File: config.mk
export PLATFORM = sky130hd
export DESIGN_NAME = processador_datapath_flat
export DESIGN_NICKNAME = d
export VERILOG_FILES = /design/src/rtl/processador_datapath_pkg.sv /design/src/rtl/processador_datapath_if.sv /design/src/rtl/processador_datapath_ram.sv /design/src/rtl/processador_datapath.sv /design/src/flat_wrapper.sv
export SDC_FILE = /design/constraint.sdc
export NUM_CORES = 1
export LEC_CHECK = 0
export CORE_MARGIN = 2
export CORE_UTILIZATION = 57
export CTS_CLUSTER_DIAMETER = 40
export DETAILED_ROUTE_END_ITERATION = 10
export DONT_BUFFER_PORTS = 1
export PLACE_DENSITY = 0.75
export SLEW_MARGIN = 30
export SYNTH_ARGS = -nofsm -noshare
export SYNTH_HDL_FRONTEND = slang
export SYNTH_SLANG_ARGS = --single-unit
File: constraint.sdc
create_clock -name clk -period 3.8 [get_ports clk]
set_input_delay 0.38 -clock clk [delete_from_list [all_inputs] [get_ports clk]]
set_output_delay 0.38 -clock clk [all_outputs]
set_load 0.1 [all_outputs]
File: src/rtl/processador_datapath_pkg.sv
// Shared definitions for the processor datapath: opcodes, ACC source and ALU encodings,
// and the instruction field widths.
package proc_pkg;

   localparam int OPC_W = 4;

   typedef enum logic [OPC_W-1:0] {
      OP_ADD = 4'b0000,
      OP_SUB = 4'b0001,
      OP_AND = 4'b0010,
      OP_XOR = 4'b0011,
      OP_JMP = 4'b0100,
      OP_JZ  = 4'b0101,
      OP_STA = 4'b0110,
      OP_LDA = 4'b0111,
      OP_LDI = 4'b1000,
      OP_IN  = 4'b1001,
      OP_OUT = 4'b1010,
      OP_HLT = 4'b1011
   } opcode_e;

   typedef enum logic [1:0] {
      ACC_ALU = 2'b00,
      ACC_MEM = 2'b01,
      ACC_IMM = 2'b10,
      ACC_IN  = 2'b11
   } acc_scr_e;

   typedef enum logic [1:0] {
      ALU_ADD = 2'b00,
      ALU_SUB = 2'b01,
      ALU_AND = 2'b10,
      ALU_XOR = 2'b11
   } alu_op_e;

endpackage

File: src/rtl/processador_datapath_if.sv
// Control word, instruction-ROM bus and I/O between the controller side (master)
// and the datapath (slave).
interface processador_datapath_if
   import proc_pkg::*;
#(
   parameter int DATA_W = 8,
   parameter int ADDR_W = 4
);
   localparam int INSTR_W = OPC_W + ADDR_W;

   logic               pc_scr;
   logic               pc_ld;
   logic               pc_clr;
   logic               ir_ld;
   logic               ir_clr;
   logic               acc_ld;
   logic               acc_clr;
   acc_scr_e           acc_scr;
   alu_op_e            alu_op;
   logic               rout_ld;
   logic               rout_clr;
   logic               wr_en;
   logic [ADDR_W-1:0]  instr_addr;
   logic [INSTR_W-1:0] instr_data;
   logic [DATA_W-1:0]  in_data;
   logic [DATA_W-1:0]  out_data;
   logic               out_valid;
   logic [OPC_W-1:0]   opcode;
   logic               acc_eq_zero;

   modport master (
      output pc_scr, pc_ld, pc_clr, ir_ld, ir_clr, acc_ld, acc_clr, acc_scr, alu_op,
             rout_ld, rout_clr, wr_en, instr_data, in_data,
      input  instr_addr, out_data, out_valid, opcode, acc_eq_zero
   );

   modport slave (
      input  pc_scr, pc_ld, pc_clr, ir_ld, ir_clr, acc_ld, acc_clr, acc_scr, alu_op,
             rout_ld, rout_clr, wr_en, instr_data, in_data,
      output instr_addr, out_data, out_valid, opcode, acc_eq_zero
   );

endinterface

File: src/rtl/processador_datapath_ram.sv
// Data RAM: 2^ADDR_W words, asynchronous read, synchronous write, no reset.
module proc_data_ram #(
   parameter int DATA_W = 8,
   parameter int ADDR_W = 4
) (
   input  logic              clk_i,
   input  logic              we_i,
   input  logic [ADDR_W-1:0] addr_i,
   input  logic [DATA_W-1:0] wdata_i,
   output logic [DATA_W-1:0] rdata_o
);

   logic [DATA_W-1:0] mem_q [2**ADDR_W];

   always_ff @(posedge clk_i) begin
      if (we_i) mem_q[addr_i] <= wdata_i;
   end

   // Read of the address being written this cycle sees the pre-edge contents.
   assign rdata_o = mem_q[addr_i];

endmodule

File: src/rtl/processador_datapath.sv
// Processor datapath: PC, IR, ACC, ROUT and data RAM, driven by the controller's
// control word; returns opcode and acc_eq_zero to the controller.
module processador_datapath
   import proc_pkg::*;
#(
   parameter int DATA_W = 8,
   parameter int ADDR_W = 4
) (
   input logic                   clk,
   input logic                   rst,
   processador_datapath_if.slave bus
);

   localparam int INSTR_W = OPC_W + ADDR_W;

   logic [ADDR_W-1:0]  pc_q,   pc_d;
   logic [INSTR_W-1:0] ir_q,   ir_d;
   logic [DATA_W-1:0]  acc_q,  acc_d;
   logic [DATA_W-1:0]  rout_q, rout_d;
   logic               out_valid_q, out_valid_d;

   logic [ADDR_W-1:0]  operand;
   logic [DATA_W-1:0]  mem_rdata;
   logic [DATA_W-1:0]  alu_res;
   logic               mem_we;

   assign operand = ir_q[ADDR_W-1:0];
   // Writes are blocked while reset is held so an in-flight store cannot land.
   assign mem_we  = bus.wr_en & ~rst;

   proc_data_ram #(
      .DATA_W (DATA_W),
      .ADDR_W (ADDR_W)
   ) u_ram (
      .clk_i   (clk),
      .we_i    (mem_we),
      .addr_i  (operand),
      .wdata_i (acc_q),
      .rdata_o (mem_rdata)
   );

   always_comb begin
      alu_res = '0;
      unique case (bus.alu_op)
         ALU_ADD: alu_res = acc_q + mem_rdata;
         ALU_SUB: alu_res = acc_q - mem_rdata;
         ALU_AND: alu_res = acc_q & mem_rdata;
         ALU_XOR: alu_res = acc_q ^ mem_rdata;
         default: alu_res = '0;
      endcase
   end

   always_comb begin
      pc_d = pc_q;
      if (bus.pc_clr)     pc_d = '0;
      else if (bus.pc_ld) pc_d = bus.pc_scr ? operand : pc_q + ADDR_W'(1);

      ir_d = ir_q;
      if (bus.ir_clr)     ir_d = '0;
      else if (bus.ir_ld) ir_d = bus.instr_data;

      acc_d = acc_q;
      if (bus.acc_clr) acc_d = '0;
      else if (bus.acc_ld) begin
         unique case (bus.acc_scr)
            ACC_ALU: acc_d = alu_res;
            ACC_MEM: acc_d = mem_rdata;
            ACC_IMM: acc_d = DATA_W'(operand);
            ACC_IN:  acc_d = bus.in_data;
            default: acc_d = acc_q;
         endcase
      end

      rout_d = rout_q;
      if (bus.rout_clr)     rout_d = '0;
      else if (bus.rout_ld) rout_d = acc_q;

      out_valid_d = bus.rout_ld & ~bus.rout_clr;
   end

   always_ff @(posedge clk or posedge rst) begin
      if (rst) begin
         pc_q        <= '0;
         ir_q        <= '0;
         acc_q       <= '0;
         rout_q      <= '0;
         out_valid_q <= 1'b0;
      end else begin
         pc_q        <= pc_d;
         ir_q        <= ir_d;
         acc_q       <= acc_d;
         rout_q      <= rout_d;
         out_valid_q <= out_valid_d;
      end
   end

   assign bus.instr_addr  = pc_q;
   assign bus.opcode      = ir_q[INSTR_W-1 -: OPC_W];
   assign bus.out_data    = rout_q;
   assign bus.out_valid   = out_valid_q;
   assign bus.acc_eq_zero = (acc_q == '0);

endmodule

File: src/flat_wrapper.sv
// flat-port wrapper written by rule: the top's interface ports become plain ports
module processador_datapath_flat import proc_pkg::*;
#(
   parameter int DATA_W = 8,
   parameter int ADDR_W = 4
)
  (clk, rst, bus_pc_scr, bus_pc_ld, bus_pc_clr, bus_ir_ld, bus_ir_clr, bus_acc_ld, bus_acc_clr, bus_acc_scr, bus_alu_op, bus_rout_ld, bus_rout_clr, bus_wr_en, bus_instr_data, bus_in_data, bus_instr_addr, bus_out_data, bus_out_valid, bus_opcode, bus_acc_eq_zero);
  processador_datapath_if #(.DATA_W(DATA_W), .ADDR_W(ADDR_W)) bus_i ();
  input logic clk;
  input logic rst;
  input wire logic [$bits(bus_i.pc_scr)-1:0] bus_pc_scr;
  input wire logic [$bits(bus_i.pc_ld)-1:0] bus_pc_ld;
  input wire logic [$bits(bus_i.pc_clr)-1:0] bus_pc_clr;
  input wire logic [$bits(bus_i.ir_ld)-1:0] bus_ir_ld;
  input wire logic [$bits(bus_i.ir_clr)-1:0] bus_ir_clr;
  input wire logic [$bits(bus_i.acc_ld)-1:0] bus_acc_ld;
  input wire logic [$bits(bus_i.acc_clr)-1:0] bus_acc_clr;
  input wire logic [$bits(bus_i.acc_scr)-1:0] bus_acc_scr;
  input wire logic [$bits(bus_i.alu_op)-1:0] bus_alu_op;
  input wire logic [$bits(bus_i.rout_ld)-1:0] bus_rout_ld;
  input wire logic [$bits(bus_i.rout_clr)-1:0] bus_rout_clr;
  input wire logic [$bits(bus_i.wr_en)-1:0] bus_wr_en;
  input wire logic [$bits(bus_i.instr_data)-1:0] bus_instr_data;
  input wire logic [$bits(bus_i.in_data)-1:0] bus_in_data;
  output wire logic [$bits(bus_i.instr_addr)-1:0] bus_instr_addr;
  output wire logic [$bits(bus_i.out_data)-1:0] bus_out_data;
  output wire logic [$bits(bus_i.out_valid)-1:0] bus_out_valid;
  output wire logic [$bits(bus_i.opcode)-1:0] bus_opcode;
  output wire logic [$bits(bus_i.acc_eq_zero)-1:0] bus_acc_eq_zero;
  assign bus_i.pc_scr = bus_pc_scr;
  assign bus_i.pc_ld = bus_pc_ld;
  assign bus_i.pc_clr = bus_pc_clr;
  assign bus_i.ir_ld = bus_ir_ld;
  assign bus_i.ir_clr = bus_ir_clr;
  assign bus_i.acc_ld = bus_acc_ld;
  assign bus_i.acc_clr = bus_acc_clr;
  assign bus_i.acc_scr = bus_acc_scr;
  assign bus_i.alu_op = bus_alu_op;
  assign bus_i.rout_ld = bus_rout_ld;
  assign bus_i.rout_clr = bus_rout_clr;
  assign bus_i.wr_en = bus_wr_en;
  assign bus_i.instr_data = bus_instr_data;
  assign bus_i.in_data = bus_in_data;
  assign bus_instr_addr = bus_i.instr_addr;
  assign bus_out_data = bus_i.out_data;
  assign bus_out_valid = bus_i.out_valid;
  assign bus_opcode = bus_i.opcode;
  assign bus_acc_eq_zero = bus_i.acc_eq_zero;
  processador_datapath #(.DATA_W(DATA_W), .ADDR_W(ADDR_W)) u_core (.clk(clk), .rst(rst), .bus(bus_i));
endmodule
# Yosys cells after proc, flatten, opt, wreduce, memory -nomap -nowiden
# Memories as Yosys holds them, arrays and structs flattened.
# Index checks and enable logic that the tools add are counted.
[word_totals]
ram_bits = 128
memories = 1
regBits = 29
[classes]
addsub = 3
n_reduce_logical = 7
muxes = 13
eq_ne = 6
n_bitwise = 6
[memory_table]
columns = ["name", "depth", "word_bits", "rd", "rd_ports_with_merged_regs", "write_ports", "line_no", "rtl"]
rows = [
  ["u_core.u_ram.mem_q", 16, 8, 1, 0, 1, "processador_datapath_ram.sv:13", "logic [DATA_W-1:0] mem_q [2**ADDR_W];"],
]
[ops]
columns = ["op", "n"]
rows = [
  ["8-bit one-hot mux with 4 select lines", 2],
  ["8-bit two-way mux", 6],
  ["4-bit two-way mux", 3],
  ["8-bit adder", 1],
  ["8-bit bitwise AND", 1],
  ["2-bit equality test (second input constant)", 4],
  ["8-bit logical NOT", 1],
  ["2-bit nonzero test", 4],
  ["8-bit subtractor", 1],
  ["8-bit XOR", 1],
  ["4-bit by 1-bit adder with 4-bit output (second input constant)", 1],
  ["2-bit by 1-bit equality test with 1-bit output (second input constant)", 2],
  ["2-bit logical NOT", 2],
  ["1-bit bitwise AND", 2],
  ["1-bit two-way mux", 2],
  ["1-bit NOT", 2],
]

# Longest topological paths before layout
# Gate-level depths: netlist of run 1.
# An unclocked memory read counts as a cell.
[depth]
ltp_word = 6
depth_mapped = 17
mapped_depth_nobuf = 16

# Cells and area by module
# A second synthesis of run 1 with hierarchy kept.
[unflattened]
cells_unflattened = 451
area_unflattened_um2 = 7075.5
[by_module_without_submodules]
columns = ["module", "n_inst", "cells_per_inst", "area_each_um2"]
rows = [
  ["proc_data_ram", 1, 222, 4907.2],
  ["processador_datapath", 1, 229, 2168.3],
]

# Least setup slack after synthesis of run 1
# OpenSTA, ideal clock, no wires.
[synth_path]
path_type = "reg2reg"
start = "register u_core.ir_q[0]"
end = "register u_core.acc_q[6]"
setup_slack_ns = 0.085
synth_period_minus_slack_ns = 3.715
setup_time_ns = 0.099
required_time_ns = 3.701
stages_incl_launch_ff = 17
arrival_ns = 3.615
cell_sequence = "dfrtp_1 buf_6 mux4_2 a22oi_1 nand2_1 inv_1 ha_1 a21o_1 fa_1 nor2b_1 o21ai_0 a21oi_1 o21ai_0 nor4b_1 a2111o_1 a21o_1 a311oi_1"
[synth_via]
elab_chain_len = 6
word_cells_on_any_way = 9
[synth_lines]
columns = ["item", "line_no", "rtl"]
rows = [
  ["start, declared", "processador_datapath.sv:17", "logic [INSTR_W-1:0] ir_q, ir_d;"],
  ["start signal, assigned", "processador_datapath.sv:90", "ir_q <= ir_d;"],
  ["memory read 16 x 8 bit (*)", "-", ""],
  ["8-bit subtractor (tied with other cells)", "processador_datapath.sv:46", "ALU_SUB: alu_res = acc_q - mem_rdata;"],
  ["8-bit one-hot mux with 4 select lines", "processador_datapath.sv:44", "unique case (bus.alu_op)"],
  ["8-bit one-hot mux with 4 select lines (*)", "processador_datapath.sv:65", "unique case (bus.acc_scr)"],
  ["8-bit two-way mux (*)", "processador_datapath.sv:64", "else if (bus.acc_ld) begin"],
  ["8-bit two-way mux (*)", "processador_datapath.sv:63", "if (bus.acc_clr) acc_d = '0;"],
  ["end signal, assigned", "processador_datapath.sv:85", "acc_q <= '0;"],
  ["end signal, assigned", "processador_datapath.sv:91", "acc_q <= acc_d;"],
  ["end, declared", "processador_datapath.sv:18", "logic [DATA_W-1:0] acc_q, acc_d;"],
]
# Every way passes the cells marked *; elsewhere a longest branch is shown, timed or not. The select of a mux whose other input is x is not followed.
# A chain may end at the register's enable or synchronous reset.

# Worst setup path after layout of run 1
[layout_path]
start = "register u_core.ir_q[0]"
end = "register u_core.acc_q[5]"
# Same word-level chain as after synthesis.

==> results of run 1 <==
critical path, stage by stage, from the launching register on:
cell and delay [ps]:
dfrtp_2 430, buf_12 150, mux4_2 510, a22oi_2 190
nand2_1 100, inv_1 130, ha_4 210, a21o_1 180
inv_1 60, ha_1 230, nor2b_4 140, o2111ai_2 190
nand4b_1 150, buf_4 170, xnor2_2 120, o21ai_1 130
mux2i_1 130, o211a_1 250, nor3_2 170
Yosys cell counts, drive strengths merged, types with 2 or more instances:
library cell	n	area, um^2
o21ai	8	40.0
xor2	2	17.5
a21oi	10	50.1
nand2	15	58.8
buf	17	105
edfxtp	128	3840
nor2b	8	50.1
o211a	2	20.0
nand4b	2	17.5
nand2b	11	68.8
a21o	4	30.0
o2111ai	2	17.5
clkbuf	14	52.6
o211ai	3	22.5
mux2i	28	280
nor2	49	184
dfrtp	29	726
inv	10	37.5
a311oi	3	26.3
mux4	36	811
nor3	7	46.3
a22oi	15	113
xnor2	7	61.3
ha	17	213
or4	2	15.0
nand3	6	30.0
through the flow:
step | hold WS (ps) | TNS [ps] | setup slack, ps | utilization (%)
3_3_place_gp | 228 | -11.4 | -11.4 | 62.0
3_5_place_dp | 242 | -151 | -99.5 | 62.0
4_1_cts | 4.71 | 0 | 0.867 | 67.6
6_report | 21.0 | 0 | 71.0 | 68.5
2_1_floorplan | 446 | 0 | 85.2 | -
5_1_grt | 3.51 | -164 | -94.5 | 68.5
layer usage:
layer	track usage [%]	vias to the layer above
li1	-	1826
met3	6.12	20
met4	6.83	0
met2	39.2	183
met1	33.5	2118
met5	0	-
repair_timing:
| action | 4_1_cts | 5_1_grt |
|---|---|---|
| cloned | 0 | 0 |
| hold buffers | 1 | 0 |
| setup endpoints to repair | 3 | 5 |
| hold endpoints to repair | 3 | 0 |
| gates resized for setup | 11 | 20 |
| setup buffers | 3 | 4 |
| pin swaps | 4 | 19 |
worst paths after layout:
kind / from / end / cells past startpoint
setup / recovery: u_core.ir_q[0]$_DFFE_PP0P_ / u_core.acc_q[5]$_DFFE_PP0P_ / 18
max in group asynchronous: rst / u_core.acc_q[1]$_DFFE_PP0P_ / 3
hold / removal: bus_acc_clr / u_core.acc_q[3]$_DFFE_PP0P_ / 1
setup reg to reg: u_core.ir_q[0]$_DFFE_PP0P_ / u_core.acc_q[5]$_DFFE_PP0P_ / 18
hold reg to reg: u_core.ir_q[1]$_DFFE_PP0P_ / u_core.ir_q[1]$_DFFE_PP0P_ / 2
min in group asynchronous: rst / u_core.bus.instr_addr[0]$_DFFE_PP0P_ / 2
cells in the final DEF (no fill, tap or decap), types with 3 or more instances in the layout:
| cell type | n |
|---|---|
| a21oi_1 | 9 |
| nand2_1 | 13 |
| buf_4 | 43 |
| nand3_1 | 5 |
| a21o_1 | 4 |
| inv_1 | 9 |
| o21ai_0 | 4 |
| o211ai_1 | 3 |
| buf_12 | 4 |
| nor2b_1 | 7 |
| a22oi_2 | 5 |
| nor2_1 | 47 |
| mux2i_1 | 28 |
| nand2b_1 | 11 |
| edfxtp_1 | 128 |
| dfrtp_1 | 28 |
| a311oi_1 | 3 |
| ha_1 | 16 |
| nor3_1 | 5 |
| mux4_2 | 36 |
| clkinv_4 | 3 |
| xnor2_1 | 6 |
| clkbuf_16 | 21 |
| a22oi_1 | 10 |
cell families (layout without fill, tap and decap cells):
| kind of cell | count (synthesis) | in the layout | share of synthesized area [%] |
|---|---|---|---|
| xor gates and xnor gates | 10 | 10 | 1.43 |
| buffers and inverters | 41 | 92 | 2.75 |
| muxes | 64 | 64 | 15.4 |
| AOI/OAI and AO/OA | 56 | 56 | 5.64 |
| DFF | 157 | 157 | 64.3 |
| and+or+nand+nor | 106 | 106 | 7.21 |
| adders and majority gates | 18 | 18 | 3.28 |
power by group:
part           leakage (nW)  switching, mW  internal, mW
clock                 0.304          0.682          1.02
sequential             1.56         0.0927          1.91
combinational          1.22          0.318         0.288
total                  3.08           1.09          3.22
sequential cells by signal (all words and copies together), names as in the netlist:
register               count
u_core.bus.out_valid       1
u_core.acc_q               8
u_core.bus.instr_addr      4
u_core.bus.out_data        8
u_core.ir_q                8
u_core.u_ram.mem_q       128
area by class of cell:
type	instances	area [um^2]	share of cell area [%]
Timing Repair Buffer	50	439	5.29
Tap cell	168	210	2.53
Clock buffer	24	547	6.59
Clock inverter	8	66.3	0.799
Sequential cell	157	4570	55.1
Inverter	10	37.5	0.452
Multi-Input combinational cell	254	2430	29.3
==> impl.org, run 1 <==
** Setup path
- STA puts the critical path data required time at between 4000 and 5000 ps.
- Start-to-end type of the worst setup path :: reg2reg
- STA classifies the critical path startpoint as a flop.
- Critical Path Sink Type :: flop
- Largest fanout of any net on the critical path :: 6
- The setup check on the worst reg-to-reg path leaves a slack of between 70 and 80 ps.
- STA puts the critical path data arrival time at between 4000 and 5000 ps.

** Cells and area
- Share of final-layout standard cells stronger than drive strength 1 :: between 20 and 30%
- Final Instance Count excl. Fillers :: ~670
- Post-layout instance area :: between 0.008 and 0.009 mm^2
- The layout has just under 800 filler cells.
- Compared with the post-synthesis result, the final layout area differs by 16.8%.
- The net count of the finished layout is 540.
- Diodes inserted :: 0

** CTS
- The clock reaches the later pin of the worst-skew pair after around 420 ps.
- The clock tree synthesis step divided the H-tree into 4 levels.
- Clock transition at the registers of the reported paths :: ~60 ps
- TritonCTS clock tree :: built
- Count of clock tree sinks :: between 150 and 200
- The tree is rooted in a clkbuf_16.
- Clock tree synthesis inserted a total of 17 buffers.
- Clk buf depth :: 2

** Placed design
- # port buffers :: 0
- At the end of routability-driven placement, the weighted congestion stood at between 0.8 and 0.9.
- The placed instances occupy a cell area of 0.00751 mm^2.
- Number of cells in the design after placement :: about 630
- Once detailed placement completed, the half-perimeter wirelength came to between 10000 and 15000 um.

** Global routing
- Entering global routing, the biggest net connects 27 pins.
- Number of antenna violations at the first check in global routing :: 0
- Global routing consumed, over all layers together, between 20 and 25% of the routing resources.
- Remaining global-route overflow :: 0
- The first global-routing pass estimated 23100 um of wire.
- Via count of the first global-routing pass :: about 4100

** Timing
- Setup repair after global routing could not meet its margin everywhere.
- Total of endpoints with negative setup slack in the final report :: 0
- The total count of max-transition violations in the final report is 0.
- The final hold violation count came to 0.
- After layout, the worst path uses a little over nine tenths of the clock period.
- Clk_skew :: ~11 ps
- For the finished layout, the period the worst path requires is approximately 3700 ps.
- Headroom to the max-slew limit came out at between 30 and 40%.
- At the pin with the least slew margin, the transition time is about 1000 ps.
- Highest attainable clock frequency :: ~0.27 GHz

** Pwr
- After layout, the design draws a total of 4.31 mW.
- Dividing total power by cell area gives a power density of between 500 and 600 mW/mm^2.
- Across the VDD grid, the largest voltage drop is between 0.5 and 0.6 mV.
- The analysis attributes to cell leakage a power of between 3 and 4 nW.

** Routing
- Highest metal layer with signal wires :: met4
- The routed layout has approximately 4100 vias.
- Met2 Routed Length :: 8100 um
- First-pass iteration count of the detailed router :: 5
- Wire length per cell :: ~24 um
- The routed design uses between 1000 and 1500 um of met3 wire.
- The count of nets left with antenna violations once routing finished came out at 0.
- Met1 wire length :: approximately 6400 um
- DRC violation count after routing :: 0
- Per-cell via count in the routed design :: roughly 6.2
- DRC marker count from the first detailed-route iteration :: 460
- Final WL :: about 16000 um

** Floorplanning
- Core Rows :: 40
- Measured along the y axis, the die boundary spans approximately 120 um.
- In this run the standard cell core region covers roughly 0.012 mm^2.
- Area of the die :: 0.0134 mm^2
- For this design the top-level I/O count stands at 50.
- Die outline width :: between 100 and 150 um
- Initial core utilization :: between 50% and 60%

** Synth
- During synthesis, Yosys emitted a total of 0 warnings.
- Post-synthesis register bit count :: approximately 160
- Post-Synthesis Net Count :: 502
- Share of flip-flops with an asynchronous set or reset after synthesis :: a little under a fifth
- In this run, synthesis inferred between 100 and 150 flip-flops with an integrated enable.
- After synthesis the cells add up to slightly above 0.007 mm^2.
- After synthesis, the mean cell area works out to roughly 16 um^2.
- The most used flip-flop cell after synthesis is edfxtp_1.
- Yosys mapped the design onto 48 distinct sky130hd cell types.
- Of the synthesized area, sequential elements account for between 60 and 70%.
- Post-synthesis instance total :: approximately 450

** Job
- The tool flagged a number of max-cap violations equal to 0.

** Min path
- The worst hold path belongs to the class in2reg.

** Outcome
- The flow ran to the end, and the final reports show no timing, DRC or antenna violations.
No activity file was read; power rests on OpenSTA's default activity.
==> run 2, diff against run 1 <==
CORE_MARGIN = 3   (was 2)
CORE_UTILIZATION = 53   (was 57)
DONT_BUFFER_PORTS = unset   (was 1)
HOLD_SLACK_MARGIN = 0.03   (was unset)
PLACE_DENSITY = 0.76   (was 0.75)
==> run 2 against run 1 <==
  * Clock power is 3% lower
  * Critical path type unchanged
  * Power is 0.84% higher
  * First-iteration DRC count is 1.5% lower
  * Final cell count is 8.3% higher
  * Design area is 6.0% higher
  * Setup slack better by 23 ps
  * Die area is 11% higher
  * Critical path depth is 2 lower
  * Critical endpoint is now u_core.acc_q[6]$_DFFE_PP0P_
  * Count of clock-buffer cells in the layout is 6 lower
  * Hold slack better by 140 ps
  * Largest cell class unchanged
  * Wire length is 0.25% higher
==> impl.org, run 2 (synthesis results as in run 1) <==
** Placed design
- The detailed-placement wirelength estimate is 10400 um (was 10100 um).
- The pre-CTS worst setup slack is -259 ps (was -99.5 ps).
- The number of input and output port buffers inserted is 49 (was 0).
- The area of placed instances is 0.00802 mm^2 (was 0.00751 mm^2).
- The weighted congestion reported at the end of routability-driven placement is 0.842 (was 0.887).

** Routing
- The via density per instance is 5.91 (was 6.18).
- DRC marker count from the first detailed-route iteration :: 453 (was 460)
- DRC violation count after routing :: 0 (unchanged)
- The average detailed-routed wire length per instance came to 21.8 um (was 23.5 um).
- The length of the first detailed-routing pass in iterations came to 5 (unchanged).
- The via count is 4295 (was 4147).
- The total wire length after detailed routing came to 15800 um (about the same).
- Remaining antenna violation count after routing :: 0 (unchanged)

** Cells and area
- Area of the multi-input gates :: 0.00247 mm^2 (was 0.00243 mm^2)
- The area of all placed cells without fillers is 0.00880 mm^2 (was 0.00830 mm^2).
- The area overhead of the layout relative to synthesis was 23.9% (was 16.8%).
- The leading cell type in the layout, fill and taps excluded was edfxtp_1 (unchanged).
- Most frequent cells in the layout: edfxtp_1, nor2_1, buf_4, clkdlybuf4s50_1, mux4_2 (was edfxtp_1, nor2_1, buf_4, mux4_2).
- Share of final-layout standard cells stronger than drive strength 1 :: 26.7% (was 27.6%)
- The flip-flop count of the largest register after layout was 128 (unchanged).
- Diodes inserted :: 0 (unchanged)
- The largest register by flop count is u_core.u_ram.mem_q (unchanged).
- The number of nets in the final layout was 592 (was 540).
- Util after Layout :: 68.3% (was 68.5%)
- The area occupied by registers is 0.00457 mm^2 (about the same).
- The number of filler cells placed in the layout was 861 (was 781).

** Floorplanning
- The area of the die came to 0.0148 mm^2 (was 0.0134 mm^2).
- The I/O pin total came to 50 (unchanged).
- The total core area was 0.0129 mm^2 (was 0.0121 mm^2).
- Initial core utilization :: 55.2% (was 58.6%)
- Core Rows :: 41 (was 40)
- The die boundary height came to 122 um (was 116 um).
- The width of the die came to 122 um (was 116 um).

** Global routing
- Remaining global-route overflow :: 0 (unchanged)
- The number of global-route vias before repair was 4448 (was 4059).
- Global router's overall resource usage :: 22.7% (was 24.3%)
- The number of antenna violations at the first check in global routing was 0 (unchanged).
- Pin count of the biggest net entering global routing :: 29 (was 27)
- The global-route wire length before repair is 24600 um (was 23100 um).

** Setup path
- Worst Setup Start Kind :: flop (unchanged)
- The depth of the worst register-to-register path came to 16 (was 18).
- Largest fanout of any net on the critical path :: 6 (unchanged)
- Start-to-end type of the worst setup path :: reg2reg (unchanged)
- WP data required :: 4130 ps (was 4140 ps)
- The endpoint type of the worst setup path is a flop (unchanged).
- The data arrival time of the worst path was 4040 ps (was 4070 ps).

** CTS
- The clock slew at the register clock pins of the worst setup and hold paths came to 60 ps (about the same).
- The TritonCTS clock tree is built (unchanged).
- CTS buffer count :: 17 (unchanged)
- Post-CTS Hold Fix Bufs :: 0 (was 1)
- The number of H-tree levels was 4 (unchanged).
- The later-pin clock latency in the skew report was 430 ps (was 420 ps).
- The sink count of the clock tree is 157 (unchanged).
- Root cell of the clock tree :: clkbuf_16 (unchanged)
- The buffer depth of the longest clock path was 2 (unchanged).

** Pwr
- The total power of the final layout was 4.35 mW (was 4.31 mW).
- The power density of the placed cells came to 494 mW/mm^2 (was 520 mW/mm^2).
- P_leak :: 3.25 nW (was 3.08 nW)
- The peak ir drop on the vdd network is 0.403 mV (was 0.554 mV).

** Outcome
- Result of the run :: finished clean (unchanged)

** Min path
- Worst Hold Class :: in2async (was in2reg)

** Timing
- PnR worst setup slack :: 93.6 ps (was 71.0 ps)
- The final period utilization was 97.5% (was 98.1%).
- Clk_skew :: 12.6 ps (was 11.3 ps)
- The total of endpoints with negative setup slack in the final report is 0 (unchanged).
- The maximum clock rate came to 0.270 GHz (was 0.268 GHz).
- Minimum period implied by the final worst setup slack :: 3710 ps (was 3730 ps)
- Unrepaired setup endpoints after global routing :: true (unchanged)
- The total count of max-transition violations in the final report was 0 (unchanged).
- Hold violation total from the final report :: 0 (unchanged)
- Actual slew at the worst max-slew pin :: 992 ps (was 1000 ps)
- The worst slew margin relative to its limit is 33.7% (was 33.3%).

** Job
- The max-capacitance violation count came to 0 (unchanged).
run 2: report_power, final:
part / switching [mW] / leakage (nW) / internal [mW]
logic: 0.430 / 1.42 / 0.345
registers: 0.0166 / 1.56 / 1.91
clock network: 0.679 / 0.276 / 0.967
run 2: per-layer routing:
metal	GRT usage, %	up-vias	share of wire [%]
li1	-	1939	-
met1	30.0	2167	41
met2	36.8	166	51
met3	6.13	23	6.5
met4	8.19	0	1.7
met5	0	-	0
run 2: worst max-delay path, stage by stage, from the launching register on:
cell      delay, ps
dfrtp_4         450
buf_12          140
mux4_2          530
a22oi_2         180
nand2_1         100
inv_1            60
ha_1            210
a21o_1          190
fa_2            390
nor2b_2         140
o21ai_2          70
a21oi_2         170
o21ai_2          90
nor4b_1         140
a2111o_1        340
a21o_1          180
a311oi_2        230
run 2: timing repair:
| action | 4_1_cts | 5_1_grt |
|---|---|---|
| pin swaps | 1 | 15 |
| setup endpoints to repair | 5 | 5 |
| gates resized for setup | 10 | 28 |
| hold endpoints to repair | 0 | 0 |
| buffers inserted | 3 | 2 |
run 2: cell type report:
| class | instances | share of cell area [%] |
|---|---|---|
| multi-input combinational | 254 | 28.0 |
| timing repair buffer | 102 | 10.6 |
| tap | 172 | 2.45 |
| sequential | 157 | 52.0 |
| clock inverter | 14 | 1.62 |
| inverter | 10 | 0.427 |
| clock buffer | 18 | 4.88 |
run 2: worst paths after layout:
| path | start | end | slack (ps) |
|---|---|---|---|
| min in group clk | u_core.ir_q[7]$_DFFE_PP0P_ | u_core.ir_q[7]$_DFFE_PP0P_ | 530 |
| worst min-delay path | rst | u_core.ir_q[0]$_DFFE_PP0P_ | 160 |
| max in group asynchronous | rst | u_core.acc_q[2]$_DFFE_PP0P_ | 3010 |
| worst max-delay path | u_core.ir_q[0]$_DFFE_PP0P_ | u_core.acc_q[6]$_DFFE_PP0P_ | 90 |
| worst min register to register | u_core.ir_q[7]$_DFFE_PP0P_ | u_core.ir_q[7]$_DFFE_PP0P_ | 530 |
| worst max register to register | u_core.ir_q[0]$_DFFE_PP0P_ | u_core.acc_q[6]$_DFFE_PP0P_ | 90 |
run 2: per-stage QoR:
step | hold slack (ps) | setup TNS [ps] | std cells
floorplan | 446 | 0 | 452
global placement | 501 | -273 | 690
detailed placement | 511 | -554 | 690
CTS | 166 | 0 | 725
global route | 168 | -70.0 | 727
finish | 163 | 0 | 727
==> run 3, diff against run 2 <==
CORE_UTILIZATION = 62   (was 53)
PLACE_DENSITY = 0.83   (was 0.76)
RECOVER_POWER = 100   (was unset)
SYNTH_HIERARCHICAL = 1   (was unset)
clock period = 4.4 ns   (was 3.8 ns; I/O delays follow)
==> run 3 against run 2 <==
  * Final cell count decreased by 9.9%
  * Via count increased by 1.2%
  * Register-to-register slack improved by 180 ps
  * Power decreased by 18%
==> impl.org, run 3 <==
** Pwr
- The static leakage came to 3.00 nW (was 3.25 nW).
- Power per unit of standard cell area :: 435 mW/mm^2 (was 494 mW/mm^2)
- Overall power :: 3.57 mW (was 4.35 mW)
- The peak ir drop on the vdd network came to 0.282 mV (was 0.403 mV).

** Global routing
- The largest net degree at the start of global routing is 43 (was 29).
- The total global routing track utilization came to 27.5% (was 22.7%).
- Remaining global-route overflow :: 0 (unchanged)
- The number of global-route vias before repair is 4529 (was 4448).
- Number of antenna violations at the first check in global routing :: 0 (unchanged)
- The global-route wire length before repair came to 25900 um (was 24600 um).

** Setup path
- Worst Setup Start Kind :: flop (unchanged)
- The endpoint type of the worst setup path is a flop (unchanged).
- Largest fanout of any net on the critical path :: 23 (was 6)
- The largest incremental delay on the critical path was 550 ps (was 530 ps).
- Critical Path AT :: 4430 ps (was 4040 ps)
- Worst path cell trace: buf_12 > mux4_2 > a22oi_1 > nand2_1 > nor2_1 > a41oi_1 > xnor2_1 > ha_1 > a21o_1 > a31o_2 > a21oi_1 > xnor2_1 > o21ai_0 > a32o_1 (was buf_12 > mux4_2 > a22oi_2 > nand2_1 > inv_1 > ha_1 > a21o_1 > fa_2 > nor2b_2 > o21ai_2 > a21oi_2 > o21ai_2 > nor4b_1 > a2111o_1 > a21o_1 > a311oi_2).
- Critical Path Slowest Stage Cell :: mux4_2 (unchanged)
- Buffer and inverter count on the worst path :: 1 (was 2)
- Start-to-end type of the worst setup path :: reg2reg (unchanged)
- Most repeated library cell on the critical path :: xnor2_1
- CP delay by family, top :: compound AO/OA/AOI/OAI gates (unchanged)
- WP data required :: 4700 ps (was 4130 ps)

** CTS
- The number of instances resized during post-cts repair is 0 (was 10).
- Level count of the clock H-tree :: 4 (unchanged)
- Skew-Pair Late Insertion Delay :: 430 ps (about the same)
- Post-CTS Hold Fix Bufs :: 0 (unchanged)
- Clk buf depth :: 2 (unchanged)
- The clock tree root buffer cell is clkbuf_16 (unchanged).
- TritonCTS clock tree :: built (unchanged)
- The clock slew at the register clock pins of the worst setup and hold paths came to 70 ps (was 60 ps).
- Count of clock tree sinks :: 157 (unchanged)
- The number of setup buffers added after CTS was 0 (was 3).
- The number of buffers inserted during clock tree synthesis was 17 (unchanged).

** Timing
- The shortest period the worst path allows was 4130 ps (was 3710 ps).
- Unrepaired setup endpoints after global routing: false (was true).
- The actual slew at the worst max-slew pin was 1360 ps (was 992 ps).
- Slew headroom :: 8.89% (was 33.7%)
- The total of endpoints with negative setup slack in the final report was 0 (unchanged).
- PnR worst setup slack :: 270 ps (was 93.6 ps)
- Highest attainable clock frequency :: 0.242 GHz (was 0.270 GHz)
- The worst hold slack came to 524 ps (was 163 ps).
- The total count of max-transition violations in the final report is 0 (unchanged).
- The final hold violation count came to 0 (unchanged).
- Clk_skew :: 12.5 ps (was 12.6 ps)
- The setup TNS was 0 ps (unchanged).
- Share of the clock period used by the worst path :: 93.9% (was 97.5%)

** Synth
- The number of warnings reported in the yosys synthesis log is 6 (was 0).
- The post-synthesis register bit count was 157 (unchanged).
- Most common cell in the netlist :: edfxtp_1 (unchanged)
- Proportion of netlist area held by the largest area contributor :: 54.3% (was 54.1%)
- The async set-or-reset flop fraction in the synthesized netlist came to 18.5% (unchanged).
- Dominant cell type by area after synthesis :: edfxtp_1 (unchanged)
- Most numerous cell types in the synthesized netlist: edfxtp_1, nor2_1, mux4_2 (unchanged).
- Number of synthesized flops with an enable pin :: 128 (unchanged)
- Largest cells by area after synthesis: edfxtp_1, mux4_2, dfrtp_1, mux2i_1, ha_1 (unchanged).
- The share of the yosys chip area belonging to registers is 64.6% (was 64.3%).
- Cell area after synthesis :: 0.00708 mm^2 (was 0.00710 mm^2)
- The most common flop cell mapped by yosys was edfxtp_1 (unchanged).
- The synthesized area per cell came to 15.7 um^2 (about the same).
- Post-Synthesis Net Count :: 501 (was 502)
- Count of distinct cell types in the synthesized netlist :: 49 (was 48)
- The post-synthesis instance total is 451 (was 452).

** Floorplanning
- The die boundary height is 113 um (was 122 um).
- Core Box Area :: 0.0110 mm^2 (was 0.0129 mm^2)
- Initial core utilization :: 64.4% (was 55.2%)
- Area of the die :: 0.0127 mm^2 (was 0.0148 mm^2)
- The I/O pin total was 50 (unchanged).
- Die outline width :: 113 um (was 122 um)
- The standard-cell row count came to 38 (was 41).

** Cells and area
- The number of filler cells placed in the layout was 603 (was 861).
- Share of final-layout standard cells stronger than drive strength 1 :: 15.0% (was 26.7%)
- Register ranked first by flip-flop count :: u_core/u_ram/mem_q (was u_core.u_ram.mem_q)
- The leading cell type in the layout, fill and taps excluded is edfxtp_1 (unchanged).
- Final Instance Count excl. Fillers :: 655 (was 727)
- The number of nets in the final layout was 552 (was 592).
- The flip-flop count of the largest register after layout came to 128 (unchanged).
- Most frequent cells in the layout: edfxtp_1, nor2_1, mux4_2, mux2i_1, dfrtp_1 (was edfxtp_1, nor2_1, buf_4, clkdlybuf4s50_1, mux4_2).
- The antenna diode instance count was 0 (unchanged).
- Area growth from synthesis to final layout :: 16.0% (was 23.9%)
- The utilization of the core after routing came to 74.7% (was 68.3%).
- The area of all placed cells without fillers was 0.00820 mm^2 (was 0.00880 mm^2).

** Placed design
- Worst slack at placement :: 408 ps (was -259 ps)
- The weighted congestion reported at the end of routability-driven placement came to 0.917 (was 0.842).
- The area of placed instances came to 0.00770 mm^2 (was 0.00802 mm^2).
- Number of cells in the design after placement :: 623 (was 690)
- # port buffers :: 49 (unchanged)
- The detailed-placement wirelength estimate is 9630 um (was 10400 um).

** Min path
- The path class of the lowest-slack min-delay path is reg2reg (was in2async).

** Routing
- The average detailed-routed wire length per instance came to 25.0 um (was 21.8 um).
- The via count was 4347 (was 4295).
- Remaining antenna violation count after routing :: 0 (unchanged)
- Per-cell via count in the routed design :: 6.64 (was 5.91)
- First-pass iteration count of the detailed router :: 6 (was 5)
- The total wire length after detailed routing is 16400 um (was 15800 um).
- The starting DRC count in detailed routing was 440 (was 453).
- The DRC violation count after routing was 0 (unchanged).

** Job
- The max-capacitance violation count came to 0 (unchanged).

** Outcome
- Result of the run: finished clean (unchanged).
[run 3: cell count changes after synthesis, sizes merged, moves of 3 or more]
cell / change
a22oi: +3
nand2b: -3
a31oi: +5
a21oi: +3
mux2: +3
xnor2: +4
nor2: -4
o21ai: +7
clkbuf: -6
[run 3: final cells by class]
class	instances	area (um^2)	share of cell area (%)
flip-flops and latches	157	4570	55.7
well taps	140	175	2.14
clock inverters	14	109	1.33
multi-input cells	258	2320	28.3
inverters	10	37.5	0.458
clock buffers	18	429	5.23
repair buffers	58	562	6.85
[run 3: path summary, 6_finish.rpt]
| kind | from | to | slack (ps) | cells after the start |
|---|---|---|---|---|
| setup / recovery | u_core/ir_q[0]$_DFFE_PP0P_ | u_core/acc_q[7]$_DFFE_PP0P_ | 270 | 14 |
| hold / removal | u_core/bus.out_data[5]$_DFFE_PP0P_ | u_core/bus.out_data[5]$_DFFE_PP0P_ | 520 | 2 |
| setup reg to reg | u_core/ir_q[0]$_DFFE_PP0P_ | u_core/acc_q[7]$_DFFE_PP0P_ | 270 | 14 |
| hold reg to reg | u_core/bus.out_data[5]$_DFFE_PP0P_ | u_core/bus.out_data[5]$_DFFE_PP0P_ | 520 | 2 |
| max in group asynchronous | rst | u_core/ir_q[0]$_DFFE_PP0P_ | 2870 | 2 |
| min in group asynchronous | rst | u_core/ir_q[7]$_DFFE_PP0P_ | 770 | 2 |
[run 3: report_power, final]
group,total (mW),leakage (nW),internal (mW),switching (mW)
clock,1.35,0.257,0.731,0.618
combinational,0.523,1.18,0.202,0.321
sequential,1.69,1.56,1.65,0.0456
total,3.57,3.00,2.58,0.985
[run 3: kinds of logic after synthesis]
logic type	after synthesis	share of synthesized area [%]
AOI/OAI and AO/OA	68	6.40
xor gates and xnor gates	12	1.49
adders and majority gates	18	3.29
buffers and inverters	36	2.62
DFF	157	64.6
muxes	65	15.3
and+or+nand+nor	95	6.37
[run 3: tightest hold or removal path, stage by stage (launching register included)]
cell     delay [ps]
dfrtp_1         340
mux2i_1          60
nor2_1           80
[run 3: per-layer routing]
layer  GRT usage [%]  share of wire [%]  up-vias
met3            7.33                9.5       37
li1                -                  -     1855
met5               0                  0        -
met2            43.5                 49      291
met1            37.7                 39     2164
met4            9.21                2.5        0
